`config.mk`:
```
export PLATFORM = sky130hd
export DESIGN_NAME = pe_array_ctrl_flat
export DESIGN_NICKNAME = d
export VERILOG_FILES = /design/src/rtl/pe_pkg.sv /design/src/rtl/pe_array_ctrl_if.sv /design/src/rtl/pe_ctrl_cnt.sv /design/src/rtl/pe_array_ctrl.sv /design/src/flat_wrapper.sv
export SDC_FILE = /design/constraint.sdc
export NUM_CORES = 1
export LEC_CHECK = 0
export CORE_AREA = 5 5 77 79
export DETAILED_ROUTE_END_ITERATION = 12
export DIE_AREA = 0 0 82 84
export PLACE_DENSITY = 0.66
export RECOVER_POWER = 50
export SYNTH_ARGS = -nofsm -noshare
export SYNTH_HDL_FRONTEND = slang
export SYNTH_SLANG_ARGS = --single-unit
```
`constraint.sdc`:
```
create_clock -name clock -period 4.2 [get_ports clock]
set_clock_uncertainty 0.05 [all_clocks]
set_input_delay 0.84 -clock clock [delete_from_list [all_inputs] [get_ports clock]]
set_output_delay 0.84 -clock clock [all_outputs]
set_load 0.1 [all_outputs]
```
`src/rtl/pe_pkg.sv`:
```
// Shared definitions for the pe tile and its array controller: broadcast modes and sequencer
// states.
package pe_pkg;

    localparam logic [1:0] ModeDenden = 2'b00;
    localparam logic [1:0] ModeSpaden = 2'b01;
    localparam logic [1:0] ModeShift  = 2'b10;
    localparam logic [1:0] ModeWait   = 2'b11;

    typedef logic [2:0] ctrl_state_t;

    localparam ctrl_state_t StIdle    = 3'd0;
    localparam ctrl_state_t StClear   = 3'd1;
    localparam ctrl_state_t StCompute = 3'd2;
    localparam ctrl_state_t StFlush   = 3'd3;
    localparam ctrl_state_t StDrain   = 3'd4;
    localparam ctrl_state_t StDone    = 3'd5;

    function automatic int unsigned max_u(input int unsigned a, input int unsigned b);
        return (a > b) ? a : b;
    endfunction

endpackage

```
`src/rtl/pe_array_ctrl_if.sv`:
```
// Job request, feeder handshake and pe broadcast bundle of the array controller.
interface pe_array_ctrl_if #(
    parameter int unsigned ROWS   = 8,
    parameter int unsigned KLEN_W = 16
);
    localparam int unsigned RowW = (ROWS > 1) ? $clog2(ROWS) : 1;

    logic              start;
    logic              sparse;
    logic [KLEN_W-1:0] k_len;
    logic              stall;
    logic              busy;
    logic              done;
    logic              pe_en;
    logic [1:0]        pe_mode;
    logic              pe_mode_nzet;
    logic              feed_valid;
    logic              drain_valid;
    logic [RowW-1:0]   drain_row;

    modport master (
        output start, sparse, k_len, stall,
        input  busy, done, pe_en, pe_mode, pe_mode_nzet, feed_valid, drain_valid, drain_row
    );

    modport slave (
        input  start, sparse, k_len, stall,
        output busy, done, pe_en, pe_mode, pe_mode_nzet, feed_valid, drain_valid, drain_row
    );

endinterface

```
`src/rtl/pe_ctrl_cnt.sv`:
```
// Loadable down-counter with hold; load wins over decrement. Exposes a zero flag and the
// low bits used as the drain row index.
module pe_ctrl_cnt #(
    parameter int unsigned Width = 16,
    parameter int unsigned LowW  = 3
) (
    input  logic            clock,
    input  logic            reset_n,
    input  logic            load_i,
    input  logic [Width-1:0] load_val_i,
    input  logic            dec_i,
    output logic            zero_o,
    output logic [LowW-1:0] low_o
);

    logic [Width-1:0] cnt_q, cnt_d;

    always_comb begin
        cnt_d = cnt_q;
        if (load_i) begin
            cnt_d = load_val_i;
        end else if (dec_i) begin
            cnt_d = cnt_q - Width'(1);
        end
    end

    always_ff @(posedge clock or negedge reset_n) begin
        if (!reset_n) begin
            cnt_q <= '0;
        end else begin
            cnt_q <= cnt_d;
        end
    end

    assign zero_o = (cnt_q == '0);
    assign low_o  = cnt_q[LowW-1:0];

endmodule

```
`src/rtl/pe_array_ctrl.sv`:
```
// Job sequencer for a ROWS x COLS systolic array: clear, stream k_len beats, flush skew,
// shift psums out of the bottom row.
module pe_array_ctrl
    import pe_pkg::*;
#(
    parameter int unsigned ROWS   = 8,
    parameter int unsigned COLS   = 8,
    parameter int unsigned KLEN_W = 16
) (
    input logic             clock,
    input logic             reset_n,
    pe_array_ctrl_if.slave  bus
);

    localparam int unsigned FlushLen = ROWS + COLS - 2;
    localparam int unsigned RowW     = (ROWS > 1) ? $clog2(ROWS) : 1;
    localparam int unsigned CntW     =
        max_u(KLEN_W, max_u($clog2(FlushLen + 1), $clog2(ROWS + 1)));

    // Counter is loaded with length-1 so each phase ends on the zero flag.
    localparam logic [CntW-1:0] FlushLd = (FlushLen == 0) ? '0 : CntW'(FlushLen - 1);
    localparam logic [CntW-1:0] DrainLd = CntW'(ROWS - 1);

    ctrl_state_t       state_q, state_d;
    logic              sparse_q, sparse_d;
    logic [KLEN_W-1:0] klen_q, klen_d;
    logic [KLEN_W-1:0] klen_m1;

    logic              cnt_load, cnt_dec, cnt_zero;
    logic [CntW-1:0]   cnt_val;
    logic [RowW-1:0]   cnt_low;

    assign klen_m1 = klen_q - KLEN_W'(1);

    pe_ctrl_cnt #(
        .Width (CntW),
        .LowW  (RowW)
    ) u_cnt (
        .clock      (clock),
        .reset_n    (reset_n),
        .load_i     (cnt_load),
        .load_val_i (cnt_val),
        .dec_i      (cnt_dec),
        .zero_o     (cnt_zero),
        .low_o      (cnt_low)
    );

    always_comb begin
        state_d  = state_q;
        sparse_d = sparse_q;
        klen_d   = klen_q;
        cnt_load = 1'b0;
        cnt_val  = '0;
        cnt_dec  = 1'b0;
        case (state_q)
            StIdle: begin
                if (bus.start) begin
                    sparse_d = bus.sparse;
                    klen_d   = bus.k_len;
                    state_d  = StClear;
                end
            end
            StClear: begin
                cnt_load = 1'b1;
                if (klen_q != '0) begin
                    cnt_val = CntW'(klen_m1);
                    state_d = StCompute;
                end else begin
                    cnt_val = DrainLd;
                    state_d = StDrain;
                end
            end
            StCompute: begin
                if (!bus.stall) begin
                    if (cnt_zero) begin
                        cnt_load = 1'b1;
                        if (FlushLen == 0) begin
                            cnt_val = DrainLd;
                            state_d = StDrain;
                        end else begin
                            cnt_val = FlushLd;
                            state_d = StFlush;
                        end
                    end else begin
                        cnt_dec = 1'b1;
                    end
                end
            end
            StFlush: begin
                if (cnt_zero) begin
                    cnt_load = 1'b1;
                    cnt_val  = DrainLd;
                    state_d  = StDrain;
                end else begin
                    cnt_dec = 1'b1;
                end
            end
            StDrain: begin
                if (cnt_zero) begin
                    state_d = StDone;
                end else begin
                    cnt_dec = 1'b1;
                end
            end
            StDone:  state_d = StIdle;
            default: state_d = StIdle;
        endcase
    end

    always_ff @(posedge clock or negedge reset_n) begin
        if (!reset_n) begin
            state_q  <= StIdle;
            sparse_q <= 1'b0;
            klen_q   <= '0;
        end else begin
            state_q  <= state_d;
            sparse_q <= sparse_d;
            klen_q   <= klen_d;
        end
    end

    // Outputs decode only registered state; stall gates the feed within the same beat.
    always_comb begin
        bus.busy         = 1'b0;
        bus.done         = 1'b0;
        bus.pe_en        = 1'b0;
        bus.pe_mode      = ModeWait;
        bus.pe_mode_nzet = 1'b0;
        bus.feed_valid   = 1'b0;
        bus.drain_valid  = 1'b0;
        bus.drain_row    = '0;
        case (state_q)
            StClear: begin
                bus.busy         = 1'b1;
                bus.pe_mode_nzet = sparse_q;
            end
            StCompute: begin
                bus.busy         = 1'b1;
                bus.pe_en        = 1'b1;
                bus.pe_mode_nzet = sparse_q;
                if (!bus.stall) begin
                    bus.pe_mode    = sparse_q ? ModeSpaden : ModeDenden;
                    bus.feed_valid = 1'b1;
                end
            end
            StFlush: begin
                bus.busy         = 1'b1;
                bus.pe_en        = 1'b1;
                bus.pe_mode_nzet = sparse_q;
                bus.pe_mode      = sparse_q ? ModeSpaden : ModeDenden;
            end
            StDrain: begin
                bus.busy         = 1'b1;
                bus.pe_en        = 1'b1;
                bus.pe_mode_nzet = sparse_q;
                bus.pe_mode      = ModeShift;
                bus.drain_valid  = 1'b1;
                bus.drain_row    = cnt_low;
            end
            StDone: begin
                bus.busy         = 1'b1;
                bus.done         = 1'b1;
                bus.pe_mode_nzet = sparse_q;
            end
            default: ;
        endcase
    end

endmodule

```
`src/flat_wrapper.sv`:
```
// flat-port wrapper written by rule: the top's interface ports become plain ports
module pe_array_ctrl_flat import pe_pkg::*;
#(
    parameter int unsigned ROWS   = 8,
    parameter int unsigned COLS   = 8,
    parameter int unsigned KLEN_W = 16
)
  (clock, reset_n, bus_start, bus_sparse, bus_k_len, bus_stall, bus_busy, bus_done, bus_pe_en, bus_pe_mode, bus_pe_mode_nzet, bus_feed_valid, bus_drain_valid, bus_drain_row);
  pe_array_ctrl_if #(.ROWS(ROWS), .KLEN_W(KLEN_W)) bus_i ();
  input logic clock;
  input logic reset_n;
  input wire logic [$bits(bus_i.start)-1:0] bus_start;
  input wire logic [$bits(bus_i.sparse)-1:0] bus_sparse;
  input wire logic [$bits(bus_i.k_len)-1:0] bus_k_len;
  input wire logic [$bits(bus_i.stall)-1:0] bus_stall;
  output wire logic [$bits(bus_i.busy)-1:0] bus_busy;
  output wire logic [$bits(bus_i.done)-1:0] bus_done;
  output wire logic [$bits(bus_i.pe_en)-1:0] bus_pe_en;
  output wire logic [$bits(bus_i.pe_mode)-1:0] bus_pe_mode;
  output wire logic [$bits(bus_i.pe_mode_nzet)-1:0] bus_pe_mode_nzet;
  output wire logic [$bits(bus_i.feed_valid)-1:0] bus_feed_valid;
  output wire logic [$bits(bus_i.drain_valid)-1:0] bus_drain_valid;
  output wire logic [$bits(bus_i.drain_row)-1:0] bus_drain_row;
  assign bus_i.start = bus_start;
  assign bus_i.sparse = bus_sparse;
  assign bus_i.k_len = bus_k_len;
  assign bus_i.stall = bus_stall;
  assign bus_busy = bus_i.busy;
  assign bus_done = bus_i.done;
  assign bus_pe_en = bus_i.pe_en;
  assign bus_pe_mode = bus_i.pe_mode;
  assign bus_pe_mode_nzet = bus_i.pe_mode_nzet;
  assign bus_feed_valid = bus_i.feed_valid;
  assign bus_drain_valid = bus_i.drain_valid;
  assign bus_drain_row = bus_i.drain_row;
  pe_array_ctrl #(.ROWS(ROWS), .COLS(COLS), .KLEN_W(KLEN_W)) u_core (.clock(clock), .reset_n(reset_n), .bus(bus_i));
endmodule
```
# Yosys cells after proc, flatten, opt, wreduce, memory -nomap -nowiden

Cells that the tools add are included.

Logic and storage cells: 56
Output and inout port bits: 11
Register bits after elaboration: 36
Bits of input ports: 21

Muxes and demuxes: 31
Add/sub/neg operators: 2
Reductions and logical operators: 9
Eq/ne operators: 10

Operators by type and width:

| operator                                            | number |
|---|---|
| two-way mux 16 bit                                  | 4 |
| one-hot mux 16 bit (3 select lines)                 | 1 |
| subtractor 16 x 1 -> 16 bit (second input constant) | 2 |
| two-way mux 3 bit                                   | 8 |
| zero test 16 bit                                    | 1 |
| nonzero test 16 bit                                 | 1 |
| one-hot mux 3 bit (5 select lines)                  | 1 |
| two-way mux 1 bit                                   | 12 |
| == test 3 x 2 -> 1 bit (second input constant)      | 2 |
| == test 3 bit (second input constant)               | 2 |
| != test 2 x 1 -> 1 bit (second input constant)      | 3 |
| one-hot mux 2 bit (3 select lines)                  | 1 |
| AND reduction 5 bit                                 | 1 |
| OR reduction 5 bit                                  | 1 |
| two-way mux 4 bit                                   | 1 |
| != test 2 bit (second input constant)               | 2 |
| == test 3 x 1 -> 1 bit (second input constant)      | 1 |
| zero test 3 bit                                     | 1 |
| one-hot mux 1 bit (3 select lines)                  | 1 |
| OR reduction 3 bit                                  | 1 |
| two-way mux 2 bit                                   | 1 |
| one-hot mux 1 bit (2 select lines)                  | 1 |
| AND reduction 2 bit                                 | 1 |
| nonzero test 2 bit                                  | 1 |
| OR reduction 2 bit                                  | 1 |

# Depth between registers and ports, before layout

Depth after elaboration: 6
Depth in mapped cells: 9

# Cells and area by module

From an unflattened synthesis, not the netlist that was laid out.

Cells, all modules: 261
Area, all modules: 2418.6 um^2

By module, submodules not included:

| module        | area each (um^2) | cells each | times used | seq. area each (um^2) |
|---|---|---|---|---|
| pe_array_ctrl | 1367.6           | 147        | 1          | 500.5 |
| pe_ctrl_cnt   | 1051.0           | 114        | 1          | 400.4 |

# Worst setup path before layout

OpenSTA, ideal clock, no wires.

Kind: input to output
Start point: input bus_stall
End point: output bus_pe_mode[0]
Path slack: 95 ps
Data arrival time: 3215 ps
Cell stages on the path: 4
Path buffers: 0
Path through: nor2b_1 -> nand2b_1 -> nor2_1 -> nor2_1

Cells in the longest elaborated chain, start to end: 2

Ends and longest elaborated chain:

| what                               | line                 | source |
|---|---|---|
| from (decl)                        | flat_wrapper.sv:15   | `input wire logic [$bits(bus_i.stall)-1:0] bus_stall;` |
| two-way mux 2 bit                  | pe_array_ctrl.sv:141 | `if (!bus.stall) begin` |
| one-hot mux 2 bit (3 select lines) | pe_array_ctrl.sv:132 | `case (state_q)` |
| to (decl)                          | flat_wrapper.sv:19   | `output wire logic [$bits(bus_i.pe_mode)-1:0] bus_pe_mode;` |

Every way passes these cells.

# Worst setup path after layout

Start point: register u_core.state_q[1]
End point: output bus_busy

Cells in the longest elaborated chain, start to end: 3

Ends and longest elaborated chain:

| what                                           | line                 | source |
|---|---|---|
| from (decl)                                    | pe_array_ctrl.sv:24  | `ctrl_state_t state_q, state_d;` |
| from (signal assigned)                         | pe_array_ctrl.sv:112 | `state_q <= StIdle;` |
| from (signal assigned)                         | pe_array_ctrl.sv:116 | `state_q <= state_d;` |
| == test 3 x 1 -> 1 bit (tied with other cells) | pe_array_ctrl.sv:132 |  |
| OR reduction 5 bit (no source line) *          | n/a                  |  |
| two-way mux 1 bit *                            | pe_array_ctrl.sv:132 |  |
| to (decl)                                      | flat_wrapper.sv:16   | `output wire logic [$bits(bus_i.busy)-1:0] bus_busy;` |

Every way passes the cells marked *; elsewhere a longest branch is shown, timed or not.

==> summary.txt <==
Setup path
  • Crit path required time: 3.31 ns
  • Max stage delay cell, worst path: clkdlybuf4s50_1
  • R2R Setup Slk: 1.61 ns
  • Crit. End Element: output port
  • CP max FO: 16
  • Critical Path Stages: 3
  • R2r endpoint: u_core.u_cnt.cnt_q[3]
  • R2R depth: 6
  • Worst Setup SP: u_core.state_q[1]
  • CP arrival: between 2 and 2.5 ns
  • Setup crit start kind: flop
  • CP endpoint: bus_busy
  • Worst path buffer plus inverter count: 1
  • CP max stage delay: around 1.2 ns
  • Reg2reg start: u_core.klen_q[8]
  • Top delay family on crit path: buffers and inverters
  • Critical path class: reg2out
  • Ordered list of cells on the worst path: nor3_1 -> a21oi_1 -> clkdlybuf4s50_1

Placement
  • # placed instances: about 330
  • Pre-CTS setup slack: between 1 and 1.5 ns
  • Placed cell areas: approximately 0.0026 mm2
  • I/O Buffers: 31
  • GP Congestion: around 0.8
  • Detail Placement HPWL: between 3 and 4 mm

Power
  • Reg power frac: ~37%
  • Switching share of power: around 45%
  • Gate power share: between 40% and 50%
  • P_int: between 1 and 1.5 mW
  • Final Power: approximately 1.9 mW
  • Clock power frac: between 10% and 20%
  • Max rail drop VDD: 0.330 mV
  • Switching power total: approximately 0.86 mW
  • Power per cell area: a little over 700 mW/mm2
  • Leakage: between 1 and 1.5 nW

Clock tree
  • Hold_buf cts: 0
  • Clock sink count: 36
  • Post-CTS Setup Bufs: 0
  • Post-CTS resize count: 0
  • Reg clk slew, reported paths: approximately 0.080 ns
  • CTS tree: done
  • CTS Buf Count: 5
  • CTS root buf: clkbuf_8
  • Worst skew pair latency: ~0.29 ns
  • CTS HTree Levels: 2
  • Worst-case clock buffer depth: 2

Cells and area
  • Post-Route Utilization: around half
  • Area grow syn2layout: 20.4%
  • Fillers: 516
  • Non-Filler Instances: 340
  • Commonest non-fill, non-tap cell in the layout: dfrtp_1
  • Share of post-route cells with drive strength above 1: around 15%
  • Diode count: 0
  • Final Instance Area: 0.00268 mm2
  • Most frequent cells in the layout: dfrtp_1 (36), nor2_1 (24), nand2_1 (21)
  • Register Area: roughly 900 um2
  • Final net count: roughly 300
  • Area occupied by multi-input gates: approximately 0.0013 mm2

Worst hold path
  • Worst hold-check path type: reg2reg

Route
  • DR vias: roughly 1800
  • Antenna-violating nets left: 0
  • DR WL/cell: approximately 15 um
  • Vias per cell: 5.43
  • DR iter-0 viols: slightly above 100
  • DR pass1 iterations: 6
  • Final wirelength: between 5 and 6 mm
  • Drt drc: 0

Die
  • Io pins: 32
  • Cell Rows: 27
  • Die width: 82 um
  • Die Y: around 84 um
  • Die area: 0.00689 mm2
  • Initial Util: a little over two fifths
  • Core area: between 0.005 and 0.006 mm2

Global routing
  • Congestion Overflow GR: 0
  • Initial antenna violation count: 0
  • Total GRT Usage: roughly 16%
  • Largest net degree at the start of global routing: 37
  • Global-route wire length before repair: around 8.7 mm
  • Vias in the first global route: between 1500 and 2000

Timing
  • Final setup fails: 0
  • Slew margin rel.: -31.7%
  • Final hold slack: between 0.5 and 0.6 ns
  • Final hold vios: 0
  • TNS Setup: 0 ns
  • Tcrit/Tclk final: approximately 76%
  • Fin worst setup slack: between 1 and 1.5 ns
  • RSZ-0062 raised after global routing: no
  • Fmax: 0.313 GHz
  • Tightest Pin Transition: slightly below 2 ns
  • Final Critical Period: 3.20 ns
  • Slew Limit Fails: 37

Synth
  • Fraction of registers with async set/reset: 100%
  • Distinct cells, synth: around 50
  • Post-synthesis register bit count: 36
  • Proportion of synthesized area in mux cells: roughly 8%
  • Synthesized Nets: 261
  • Adder-Cell Fraction of Synth Area: 2.25%
  • Synth Flop Type: dfrtp_1
  • Register area share after synthesis: between 40% and 50%
  • Post-Syn Area: 0.00222 mm2
  • Dominant cell type by area after synthesis: dfrtp_1
  • Synth area leaders: dfrtp_1 (40%), mux2_2 (8.1%), nor2_1 (4.0%)
  • EDFF count, synth: 0
  • Post-Syn Area per Cell: about 9.4 um2
  • Compound-Gate Fraction of Synth Area: 14.8%
  • Warnings from Yosys: 0
  • Simple-Gate Fraction of Synth Area: roughly a quarter
  • Post-Synth XOR/XNOR Area: approximately 5.9%
  • Main combinational cell family by area after synthesis: simple AND/OR/NAND/NOR gates
  • Share of the synthesized area in the top cell type: approximately two fifths
  • Synth Instances: around 240

Job
  • Number of max-cap violations: 1

Status
  • Status: finished with violations
  • Failing checks: capacitance limit, slew limit
## area by class of cell
cell class | instances | area share [%]
multi-input cells | 185 | 47.1
flip-flops and latches | 36 | 33.6
repair buffers | 33 | 11.0
well taps | 72 | 3.36
clock buffers | 6 | 2.71
clock inverters | 2 | 1.31
inverters | 6 | 0.841
## kinds of logic (layout without fill, tap and decap cells)
family                     Yosys count  in the layout
buffers and inverters               15             47
muxes                               16             16
adders and majority gates            4              4
DFF                                 36             36
and+or+nand+nor                    103            103
xor gates and xnor gates            15             15
AOI/OAI and AO/OA                   47             47
## Yosys cell counts (2+ instances only)
cell / n
a21oi_1: 8
a31oi_1: 2
and2_1: 4
and3_1: 2
and4_1: 2
buf_2: 4
clkbuf_1: 5
dfrtp_1: 36
ha_1: 4
inv_1: 5
mux2_2: 16
nand2_1: 21
nand2b_1: 4
nand3_1: 9
nand3b_1: 2
nor2_1: 24
nor2b_1: 6
nor3_1: 7
nor3b_1: 3
nor4_1: 7
nor4b_1: 2
o211ai_1: 4
o21a_1: 3
o21ai_0: 9
o221ai_1: 5
o22ai_1: 5
or4_1: 2
xnor2_1: 6
xor2_1: 9
## tightest hold or removal path, delay by kind of cell, from the launching register on
family,cells,cell delay [ns]
flip-flops,1,0.38
AND/OR/NAND/NOR,1,0.08
AO/OA/AOI/OAI,1,0.07
## state kept, by name, indices dropped and copies added (netlist names)
register            count
u_core.state_q          3
u_core.klen_q          16
u_core.u_cnt.cnt_q     16
u_core.sparse_q         1
## how the worst min path moves through the flow
stage	cells past startpoint	from	slack, ns	end
finish	2	u_core.u_cnt.cnt_q[8]	0.51	u_core.u_cnt.cnt_q[8]
detailed placement	2	u_core.u_cnt.cnt_q[8]	0.48	u_core.u_cnt.cnt_q[8]
global placement	2	u_core.u_cnt.cnt_q[8]	0.48	u_core.u_cnt.cnt_q[8]
floorplan	1	u_core.sparse_q	0.45	u_core.sparse_q
CTS	2	u_core.u_cnt.cnt_q[8]	0.51	u_core.u_cnt.cnt_q[8]
global route	1	u_core.klen_q[14]	0.55	u_core.klen_q[14]
## power by group through the flow
stage          Combinational [mW]  Sequential, mW  Clock [mW]
4_1_cts                     0.894           0.710       0.313
3_3_place_gp                0.876           0.706           0
6_report                    0.886           0.709       0.306
3_5_place_dp                0.890           0.715           0
2_1_floorplan               0.728           0.646           0
5_1_grt                     0.977           0.740       0.329
## metal layers
layer	GRT usage, %	share of wire, %	vias up
li1	-	-	926
met1	21.6	47	876
met2	25.7	48	39
met3	3.78	4.1	6
met4	3.63	1.1	0
met5	0	0	-
No activity file was read; power rests on OpenSTA's default activity.
==> edit 1, RTL diff (config.mk and constraints unchanged) <==
Reset style: synchronous (`reset_n`), changed in 2 clocked blocks.
--- a/src/rtl/pe_ctrl_cnt.sv
+++ b/src/rtl/pe_ctrl_cnt.sv
@@ -24,7 +24,7 @@
         end
     end
 
-    always_ff @(posedge clock or negedge reset_n) begin
+    always_ff @(posedge clock) begin
         if (!reset_n) begin
             cnt_q <= '0;
         end else begin
--- a/src/rtl/pe_array_ctrl.sv
+++ b/src/rtl/pe_array_ctrl.sv
@@ -107,7 +107,7 @@
         endcase
     end
 
-    always_ff @(posedge clock or negedge reset_n) begin
+    always_ff @(posedge clock) begin
         if (!reset_n) begin
             state_q  <= StIdle;
             sparse_q <= 1'b0;
Function: differs if reset_n is asserted again (counterexample within 4 cycles, from zero or initial values and one cycle with reset_n low); with reset_n held inactive, the same outputs for 10 cycles.
==> edit 1 against the original RTL <==
- global-route usage rose by 0.28 points
- total power decreased by 12%
- sequential cell count unchanged
- critical endpoint is now bus_pe_mode_nzet
- synthesized area is 0.39% higher
- synthesized cell count increased by 21%
- routed wire length grew 4.7%
- highest routed layer unchanged
- design area decreased by 2.4%
- setup slack worse by 0.039 ns
==> edit 1: results (changes against the original RTL) <==
qor: outcome.outcome finished, final reports clean
qor: worst_setup_path.reg2reg_setup_slack 1.86 ns [+0.25 ns]
qor: detailed_routing.drt-pass1-iter-count 4 [-2]
qor: worst_setup_path.crit-reg2reg-launch u_core.klen_q[0]
qor: global_route.number_of_antenna_violations_at_the_first_check_in_global_routing 0 [unchanged]
qor: worst_setup_path.critPathCapture bus_pe_mode_nzet
qor: synth.async_reset_ff_frac 0 [-1.00]
qor: synth.ys_top_cells_by_count nand2_1 (47), dfxtp_1 (36), a21oi_1 (28)
qor: global_route.grt_max_degree 28 [-24%]
qor: synth.mappedNetlistNets 311 [+19%]
qor: global_route.vias_in_the_first_global_route 2006 [+8.0%]
qor: final_layout.post_route_cells_drive_above_1_share 0.110 [-0.0358]
qor: detailed_routing.wl_per_cell 13.9 um [-6.8%]
qor: sta.tightestPinTransition 1.31 ns [-0.670 ns]
qor: synth.synth.area.top_cells dfxtp_1 (32%), nand2_1 (7.9%), a21oi_1 (6.3%)
qor: place.hpwlAfterDp 3940 um [+3.8%]
qor: worst_setup_path.critPathMaxFanout 14 [-2]
qor: global_route.gr-usage-all-layers 0.163 [+0.00278]
qor: worst_setup_path.worstSetupStartpoint u_core.state_q[1]
qor: final_layout.nNetsFinal 335 [+15%]
qor: worst_setup_path.crit-reg2reg-capture u_core.u_cnt.cnt_q[9]
qor: detailed_routing.drt-initial-drc-count 194 [+88%]
qor: synth.netlist-cell-type-count 55 [+12%]
qor: pwr.leakage 0.942 nW [-13%]
qor: worst_setup_path.critical_path_arrival 2.35 ns [+0.04 ns]
qor: detailed_routing.via_per_inst 5.46 [+0.52%]
qor: worst_setup_path.reg2reg_depth 7 [+1]
edit 1: kinds of logic after synthesis:
group | after synthesis | share of synthesized area
fa+ha+maj | 4 | 0.0224
flops | 36 | 0.323
mux | 2 | 0.0101
xor+xnor | 19 | 0.0745
buf+inv | 24 | 0.0510
simple gates | 141 | 0.349
compound gates | 60 | 0.170
edit 1: layer usage:
metal	track usage	vias to the layer above	wire length [um]
met5	0	-	0
met4	0.0695	0	76
met3	0.0443	7	240
met2	0.243	50	2440
met1	0.217	946	2550
li1	-	1083	-
edit 1: worst max-delay path: stages, from the launching register on:
cell,delay (ns)
dfxtp_1,0.55
nor3_1,0.08
a21oi_1,0.16
and2_1,0.14
clkdlybuf4s50_1,1.13
edit 1: worst min-delay path by stage:
stage	startpoint	end	slack, ns
floorplan	u_core.sparse_q	u_core.sparse_q	0.40
global placement	u_core.sparse_q	u_core.sparse_q	0.42
detailed placement	u_core.sparse_q	u_core.sparse_q	0.43
CTS	u_core.sparse_q	u_core.sparse_q	0.44
global route	u_core.sparse_q	u_core.sparse_q	0.47
finish	u_core.sparse_q	u_core.sparse_q	0.43
edit 1: stage by stage:
step           setup slack (ns)  hold slack (ns)  instance area [um^2]  std cells
6_report                  0.965            0.429                  2620        382
5_1_grt                   0.823            0.473                  2620        382
4_1_cts                   0.950            0.436                  2620        382
3_5_place_dp               1.12            0.426                  2540        375
3_3_place_gp               1.14            0.424                  2540        375
2_1_floorplan             0.207            0.395                  2230        286
edit 1: area by class of cell:
type,count,area [um^2]
sequential,36,721
tap,72,90.1
clock buffer,6,72.6
timing repair buffer,32,294
inverter,9,33.8
clock inverter,1,5.00
fill,538,2660
multi-input combinational,226,1400
edit 1: power by group:
| part | switching, mW | total, mW | internal (mW) |
|---|---|---|---|
| sequential | 0.105 | 0.518 | 0.413 |
| combinational | 0.569 | 0.929 | 0.360 |
| clock | 0.122 | 0.235 | 0.113 |
==> edit 2, RTL diff (same flow settings) <==
Made on the original files. `ROWS` is set to 8 in 3 places; all go to 16.
--- a/src/rtl/pe_array_ctrl_if.sv
+++ b/src/rtl/pe_array_ctrl_if.sv
@@ -1,6 +1,6 @@
 // Job request, feeder handshake and pe broadcast bundle of the array controller.
 interface pe_array_ctrl_if #(
-    parameter int unsigned ROWS   = 8,
+    parameter int unsigned ROWS   = 16,
     parameter int unsigned KLEN_W = 16
 );
     localparam int unsigned RowW = (ROWS > 1) ? $clog2(ROWS) : 1;
--- a/src/rtl/pe_array_ctrl.sv
+++ b/src/rtl/pe_array_ctrl.sv
@@ -3,7 +3,7 @@
 module pe_array_ctrl
     import pe_pkg::*;
 #(
-    parameter int unsigned ROWS   = 8,
+    parameter int unsigned ROWS   = 16,
     parameter int unsigned COLS   = 8,
     parameter int unsigned KLEN_W = 16
 ) (
--- a/src/flat_wrapper.sv
+++ b/src/flat_wrapper.sv
@@ -1,7 +1,7 @@
 // flat-port wrapper written by rule: the top's interface ports become plain ports
 module pe_array_ctrl_flat import pe_pkg::*;
 #(
-    parameter int unsigned ROWS   = 8,
+    parameter int unsigned ROWS   = 16,
     parameter int unsigned COLS   = 8,
     parameter int unsigned KLEN_W = 16
 )
Ports: changed (resized bus_drain_row); port bits go from 32 to 33. The function was not compared with the original's and may differ.
==> edit 2 against the original RTL <==
- the run still ends with max-capacitance violations, max-slew violations left
- non-clock buffer count is 3 higher
- sequential cell count unchanged
- final cell count fell by 0.29%
- routed wire length increased by 2.7%
- synthesized area grew 3.7%
- total power increased by 2.8%
- design area grew 1.8%
- setup slack lost 0.033 ns
- critical endpoint is now bus_done
- highest routed layer unchanged
==> edit 2: results (changes against the original RTL) <==
qor: outcome.outcome finished, violations left
qor: outcome.violated_checks max-capacitance violations, max-slew violations
qor: place.hpwlAfterDp 3750 um [-1.2%]
qor: synth.netlist-cell-type-count 51 [+4.1%]
qor: global_route.grt_max_degree 37 [unchanged]
qor: detailed_routing.wirelength 5200 um [+2.7%]
qor: synth.ys_top_cells_by_count dfrtp_1 (36), mux2_2 (16)
qor: final_layout.postLayoutCoreUtil 0.518 [+0.00926]
qor: pwr.power.ir.vdd_worst 0.335 mV [+1.8%]
qor: worst_setup_path.critPathMaxFanout 19 [+3]
qor: final_layout.signal_buffers 36 [+9.1%]
qor: synth.mappedNetlistNets 264 [+1.1%]
qor: cts.clk_root_buffer_cell clkbuf_8
qor: synth.synth.area.top_cells dfrtp_1 (39%), mux2_2 (7.8%), xor2_1 (4.6%)
qor: synth.synth_top_area_share 0.391 [-0.0143]
qor: worst_setup_path.critical_path_arrival 2.34 ns [+0.03 ns]
qor: synth.synth-seq-area-share 0.391 [-0.0143]
qor: global_route.vias_in_the_first_global_route 1821 [-1.9%]
qor: place.place.port_buffers 32 [+3.2%]
qor: place.post_dp_cell_area 2650 um^2 [+2.3%]
qor: sta.tightestPinTransition 1.93 ns [-0.0417 ns]
qor: synth.async_reset_ff_frac 1.00 [unchanged]
qor: detailed_routing.drt-initial-drc-count 161 [+56%]
qor: final_layout.sequential_share_of_cell_area 0.330 [-0.00602]
qor: pwr.leakage 1.14 nW [+4.6%]
qor: final_layout.buffer_area_frac 0.116 [+0.00537]
qor: detailed_routing.via_per_inst 5.68 [+4.6%]
qor: global_route.grt_first_pass_wirelength 8740 um [+0.16%]
qor: final_layout.layout.non_clock_inverters 8 [+2]
qor: synth.synth_area_per_cell 9.65 um^2 [+2.4%]
qor: global_route.gr-usage-all-layers 0.158 [-0.00184]
qor: worst_setup_path.timing.critical_path.slowest_cell_delay 1.16 ns
qor: final_layout.area_of_the_multi_input_gates 1290 um^2 [+2.6%]
qor: detailed_routing.drt-pass1-iter-count 4 [-2]
qor: place.place_ws 1.20 ns [+0.0671 ns]
qor: run.drv.max_cap_violation_count 1 [unchanged]
qor: detailed_routing.total_number_of_vias 1927 [+4.3%]
qor: final_layout.n_clock_buffer 7 [+1]
qor: place.gp_congestion 0.805 [+0.92%]
qor: final_layout.num-fill-cells 498 [-3.5%]
qor: final_layout.post_route_cells_drive_above_1_share 0.161 [+0.0155]
qor: final_layout.clock_cell_area_share 0.0353 [-0.00485]
qor: final_layout.multiInputCombCellCount 180 [-2.7%]
qor: sta.slew_viol_final 37 [unchanged]
==> edit 2: cell types whose count changed after synthesis, sizes merged, moves of 4 or more <==
cell / change
a21oi: +4
nor2: -12
nand2: -13
or4: +4
o21a: -4
nand4: +11
==> edit 2: worst paths after layout <==
| path | startpoint | endpoint | slack [ns] | depth (start not counted) |
|---|---|---|---|---|
| max | u_core.state_q[1] | bus_done | 0.97 | 2 |
| min | u_core.u_cnt.cnt_q[6] | u_core.u_cnt.cnt_q[6] | 0.46 | 1 |
| max reg2reg | u_core.u_cnt.cnt_q[0] | u_core.u_cnt.cnt_q[1] | 1.47 | 7 |
| min reg2reg | u_core.u_cnt.cnt_q[6] | u_core.u_cnt.cnt_q[6] | 0.46 | 1 |
| max in group asynchronous | reset_n | u_core.klen_q[9] | 1.41 | 2 |
| min in group asynchronous | reset_n | u_core.klen_q[2] | 1.58 | 2 |
==> edit 2: layer usage <==
metal,GRT usage,part of all wire,wire length (um),vias to the layer above
met4,0.0332,0.0046,24,0
li1,-,-,-,952
met1,0.226,0.47,2440,916
met5,0,0,0,-
met2,0.244,0.47,2440,57
met3,0.0356,0.057,296,2
==> edit 2: cell families after synthesis <==
| kind of cell | count (synthesis) | share of synthesized area |
|---|---|---|
| multiplexers | 18 | 0.0868 |
| adder cells (fa/ha/maj) | 4 | 0.0217 |
| flip-flops | 36 | 0.391 |
| AND/OR/NAND/NOR | 92 | 0.236 |
| buffers and inverters | 23 | 0.0478 |
| XOR/XNOR | 15 | 0.0570 |
| AO/OA/AOI/OAI | 51 | 0.160 |
==> edit 2: power breakdown <==
part | total [mW] | internal (mW) | switching [mW]
combinational | 0.976 | 0.389 | 0.587
clock | 0.265 | 0.146 | 0.119
sequential | 0.713 | 0.507 | 0.206
